<file path="src/rtl/gnss_quant_pkg.sv">
// Shared 2-bit sign/magnitude code definitions for the GNSS quantizer, AGC and unpacker.
// bit1 is the sign (1 = positive); a code is large when bit1 equals bit0.
package gnss_quant_pkg;

  localparam logic [1:0] CODE_NEG_LARGE = 2'b00;
  localparam logic [1:0] CODE_NEG_SMALL = 2'b01;
  localparam logic [1:0] CODE_POS_SMALL = 2'b10;
  localparam logic [1:0] CODE_POS_LARGE = 2'b11;

  function automatic logic is_large(input logic [1:0] code);
    return code[1] ~^ code[0];
  endfunction

  function automatic logic is_pos(input logic [1:0] code);
    return code[1];
  endfunction

endpackage

</file>
<file path="src/rtl/quant_window_stats.sv">
// Counts large codes over back-to-back windows of 2^WIN_LOG2 fired samples and
// publishes the per-window total with a one-cycle valid pulse.
module quant_window_stats #(
  parameter int WIN_LOG2 = 10
) (
  input  logic                clk,
  input  logic                rst_n,
  input  logic                i_fire,
  input  logic                i_large,
  output logic [WIN_LOG2:0]   o_mag_count,
  output logic                o_mag_valid
);

  localparam int CW = WIN_LOG2 + 1;

  logic [WIN_LOG2-1:0] r_cnt;
  logic [CW-1:0]       r_acc;
  logic [CW-1:0]       w_acc_next;

  assign w_acc_next = r_acc + {{WIN_LOG2{1'b0}}, i_large};

  always_ff @(posedge clk or negedge rst_n) begin
    if (!rst_n) begin
      r_cnt       <= '0;
      r_acc       <= '0;
      o_mag_count <= '0;
      o_mag_valid <= 1'b0;
    end else begin
      o_mag_valid <= 1'b0;
      if (i_fire) begin
        // The counter wraps to zero by itself on the completing sample.
        r_cnt <= r_cnt + {{(WIN_LOG2-1){1'b0}}, 1'b1};
        if (&r_cnt) begin
          o_mag_count <= w_acc_next;
          o_mag_valid <= 1'b1;
          r_acc       <= '0;
        end else begin
          r_acc <= w_acc_next;
        end
      end
    end
  end

endmodule

</file>
<file path="src/rtl/quant_unpack.sv">
// Unpacks words of 2-bit sign/magnitude codes (code 0 in the MSBs) into one
// signed reconstruction level per cycle, with large-code window statistics.
module quant_unpack
  import gnss_quant_pkg::*;
#(
  parameter int CODES_PER_WORD = 4,
  parameter int OUT_W          = 4,
  parameter int LEVEL_SMALL    = 1,
  parameter int LEVEL_LARGE    = 3,
  parameter int WIN_LOG2       = 10
) (
  input  logic                        clk,
  input  logic                        rst_n,
  input  logic [2*CODES_PER_WORD-1:0] in_data,
  input  logic                        in_valid,
  output logic                        in_ready,
  output logic signed [OUT_W-1:0]     out_data,
  output logic                        out_valid,
  input  logic                        out_ready,
  output logic [WIN_LOG2:0]           mag_count,
  output logic                        mag_valid
);

  localparam int DW    = 2 * CODES_PER_WORD;
  localparam int IDX_W = $clog2(CODES_PER_WORD);
  localparam logic [IDX_W-1:0]        IDX_LAST  = IDX_W'(CODES_PER_WORD - 1);
  localparam logic signed [OUT_W-1:0] LVL_SMALL = OUT_W'(LEVEL_SMALL);
  localparam logic signed [OUT_W-1:0] LVL_LARGE = OUT_W'(LEVEL_LARGE);

  logic [DW-1:0]             r_buf;
  logic                      r_buf_valid;
  logic [IDX_W-1:0]          r_idx;

  logic [DW-1:0]             w_shift;
  logic [1:0]                w_code;
  logic                      w_last;
  logic                      w_in_fire;
  logic                      w_out_fire;
  logic signed [OUT_W-1:0]   w_out_data;

  // Current code is always brought to the MSBs of the shifted buffer.
  assign w_shift    = r_buf << {r_idx, 1'b0};
  assign w_code     = w_shift[DW-1 -: 2];
  assign w_last     = (r_idx == IDX_LAST);
  assign w_out_fire = r_buf_valid && out_ready;
  assign in_ready   = !r_buf_valid || (out_ready && w_last);
  assign w_in_fire  = in_valid && in_ready;

  always_comb begin
    w_out_data = '0;
    if (r_buf_valid) begin
      case ({is_pos(w_code), is_large(w_code)})
        2'b11:   w_out_data = LVL_LARGE;
        2'b10:   w_out_data = LVL_SMALL;
        2'b01:   w_out_data = -LVL_LARGE;
        default: w_out_data = -LVL_SMALL;
      endcase
    end
  end

  assign out_data  = w_out_data;
  assign out_valid = r_buf_valid;

  // An input fire only happens when empty or on the last code, so it takes priority.
  always_ff @(posedge clk or negedge rst_n) begin
    if (!rst_n) begin
      r_buf       <= '0;
      r_buf_valid <= 1'b0;
      r_idx       <= '0;
    end else if (w_in_fire) begin
      r_buf       <= in_data;
      r_buf_valid <= 1'b1;
      r_idx       <= '0;
    end else if (w_out_fire) begin
      if (w_last) begin
        r_buf_valid <= 1'b0;
        r_idx       <= '0;
      end else begin
        r_idx <= r_idx + IDX_W'(1);
      end
    end
  end

  quant_window_stats #(
    .WIN_LOG2 (WIN_LOG2)
  ) u_stats (
    .clk         (clk),
    .rst_n       (rst_n),
    .i_fire      (w_out_fire),
    .i_large     (is_large(w_code)),
    .o_mag_count (mag_count),
    .o_mag_valid (mag_valid)
  );

endmodule

</file>
<file path="config.mk">
export PLATFORM = sky130hd
export DESIGN_NAME = quant_unpack
export DESIGN_NICKNAME = d
export VERILOG_FILES = /design/src/rtl/gnss_quant_pkg.sv /design/src/rtl/quant_window_stats.sv /design/src/rtl/quant_unpack.sv
export SDC_FILE = /design/constraint.sdc
export NUM_CORES = 1
export LEC_CHECK = 0
export ABC_CLOCK_PERIOD_IN_PS = 2840
export BUFFER_PORTS_ARGS = -buffer_cell sky130_fd_sc_hd__buf_2
export CORE_MARGIN = 2
export CORE_UTILIZATION = 55
export DETAILED_ROUTE_END_ITERATION = 6
export HOLD_SLACK_MARGIN = 0.02
export PLACE_DENSITY = 0.8
export SLEW_MARGIN = 20
export SYNTH_ARGS = -nofsm -noshare
export SYNTH_HDL_FRONTEND = slang
export SYNTH_SLANG_ARGS = --single-unit
</file>
<file path="constraint.sdc">
create_clock -name clk -period 2.84 [get_ports clk]
set_clock_uncertainty 0.2 [all_clocks]
set_input_delay 0.426 -clock clk [delete_from_list [all_inputs] [get_ports clk]]
set_output_delay 0.426 -clock clk [all_outputs]
set_load 0.01 [all_outputs]
</file>
==> results.tsv <==
metric	value	unit
utilization	64.7	%
async_reset_ff_share	100	%
rsz0062_at_grt	no	
max_freq	398	MHz
yosysSeqAreaShare	52.0	%
peakVddDrop	0.668	mV
grt_overflow	0	
cts_buffer_depth	2	
first_global_vias	1405	
placed_area	2290	um^2
cts_tree	built	
drt_iter0_markers	75	
clk_pin_slew_worst_paths	80	ps
p_leak	1.12	nW
setup_tns	0	ps
crit_type	flop to flop	
setup_slack	326	ps
rrSetupSlack	330	ps
clock-sinks	44	
antenna_found_initial	0	
yosysMostFrequentCell	dfrtp_1	
reg2reg_from	r_idx[0]	
synth_cell_type_count	35	
p_switching	670	uW
cp_slowest_stage_delay	560	ps
die_area	4360	um^2
hp-class	input pin to asynchronous set/reset pin	
synth_cells	192	
arrival	2490	ps
netlist_top_cells_area	dfrtp_1, nand2_1, xnor2_1	
route.detailed.wl_per_inst	13.6	um
combPwrFrac	32.5	%
critPathCaptureType	flop	
synth_nets	208	
vias	1443	
crit_chain	mux4_2 > xnor2_1 > ha_1 > ha_2 > nand4_2 > a21o_1 > a22o_1	
synth_commonest_cells	dfrtp_1, nand2_1, o21ai_0, xnor2_1	
synth-edff-count	0	
final_hold_viol_count	0	
syn_area_per_cell	11.0	um^2
die_w	66.0	um
ios	30	
ys_ff_latch	44	
yosys_warnings	0	
hpwl	2.63	mm
drv_cap	0	
reg2reg_depth	7	
vias_per_cell	5.34	
drc	0	
cp_num_buf_inv	0	
synth_top_cell_by_area	dfrtp_1	
start_util	57.4	%
die_y	66.0	um
timing.hold.ws	75.9	ps
slew_headroom	37.4	%
gp_congestion	0.844	
grtUsageTotal	19.2	%
core	3690	um^2
cts_made_buffers	5	
tightest_slew	940	ps
fin_crit_sh	88.5	%
h-tree-depth	2	
design_area	2390	um^2
seqPwrFrac	47.1	%
cpMaxStageDelayCell	mux4_2	
num_rows	22	
ant_nets	0	
grt_pass1_wl	6.38	mm
timing.rr.end	u_stats.r_acc[8]	
diodes	0	
status	finished clean	
pre_cts_ws	241	ps
setup_viol	0	
clockPowerShare	20.4	%
netlist.area_leader.share	52.0	%
nNetsFinal	238	
synth_area	2120	um^2
cell_internal_pwr	1.33	mW
finalWirelength	3.66	mm
start_kind	flop	
cts_root_buffer	clkbuf_8	
clock_latency	290	ps
synth_ff_type	dfrtp_1	
grt_max_degree	45	
required	2820	ps
port_buffers	29	
power_density	840	nW/um^2
critPathTopFamily	multiplexers	
drive_gt1_share	26.6	%
post_cts_buffers	0	
switching_share	33.5	%
period_needed	2510	ps
crit_path_max_fanout	8	
first_pass_iters	4	
slew_violations	0	
syn2layout_area_growth	12.7	%
[power by group through the flow]
stage               registers, mW  logic (mW)  clock network (mW)
floorplan                   0.895       0.527                   0
global placement            0.945       0.630                   0
detailed placement          0.953       0.649                   0
CTS                         0.942       0.654               0.421
global route                0.968       0.724               0.457
finish                      0.944       0.651               0.408
[layout by cell type, fill, tap and decap left out, drive strengths merged, types with 7 or more instances in the layout]
cell,instances
xor2,7
buf,31
clkbuf,7
mux2,10
nand3,10
xnor2,12
a21oi,7
o21ai,17
nand2,28
dfrtp,44
[layer usage]
layer,vias up,routed length [um],global-route usage (%),share of wire [%]
li1,728,-,-,-
met1,680,1780,27.0,49
met2,35,1710,30.3,47
met3,0,169,5.62,4.6
met4,0,0,3.32,0
met5,-,0,0,0
[final cells by class]
type / instances / area, um^2
multi-input combinational: 137 / 957
timing repair buffer: 31 / 160
tap: 48 / 60.1
clock buffer: 7 / 96.3
inverter: 3 / 11.3
sequential: 44 / 1100
fill: 326 / 1300
[metrics by stage]
stage                     instances  power [mW]
final                           270        2.00
after global placement          263        1.57
after detailed placement        263        1.60
after floorplan                 192        1.42
after CTS                       270        2.02
after global routing            270        2.15
[kinds of logic (layout without fill, tap and decap cells)]
kind of cell    after synthesis  after routing  share of synthesized area [%]
flops                        44             44                           52.0
simple gates                 68             68                           17.3
mux                          14             14                           8.57
fa+ha+maj                     4              4                           2.36
xor+xnor                     19             19                           7.86
buf+inv                      11             41                           2.90
compound gates               32             32                           9.04
[worst register-to-register path: stages, from the launching register on]
cell,delay (ps)
dfrtp_1,450
mux4_2,560
xnor2_1,180
ha_1,230
ha_2,280
nand4_2,130
a21o_1,210
a22o_1,170
[timing repair]
action,in CTS,in global routing
endpoints found under the setup margin,0,1
hold buffers,0,0
resized for setup,0,1
[sequential cells by signal, indices dropped and copies added, names as in the netlist]
signal / cells
u_stats.o_mag_valid: 1
r_buf: 8
u_stats.r_acc: 11
r_idx: 2
out_valid: 1
u_stats.r_cnt: 10
u_stats.o_mag_count: 11
[how the worst max path moves through the flow]
stage / endpoint / slack, ps / depth (start not counted) / startpoint
5_1_grt: u_stats.r_acc[4] / 70 / 8 / r_idx[0]
3_3_place_gp: u_stats.r_acc[8] / 330 / 7 / r_idx[0]
4_1_cts: u_stats.r_acc[8] / 240 / 7 / r_idx[0]
3_5_place_dp: u_stats.r_acc[8] / 240 / 7 / r_idx[0]
2_1_floorplan: u_stats.r_acc[8] / 320 / 8 / r_idx[0]
6_report: u_stats.r_acc[8] / 330 / 7 / r_idx[0]
Power figures use the tool's default switching activity.
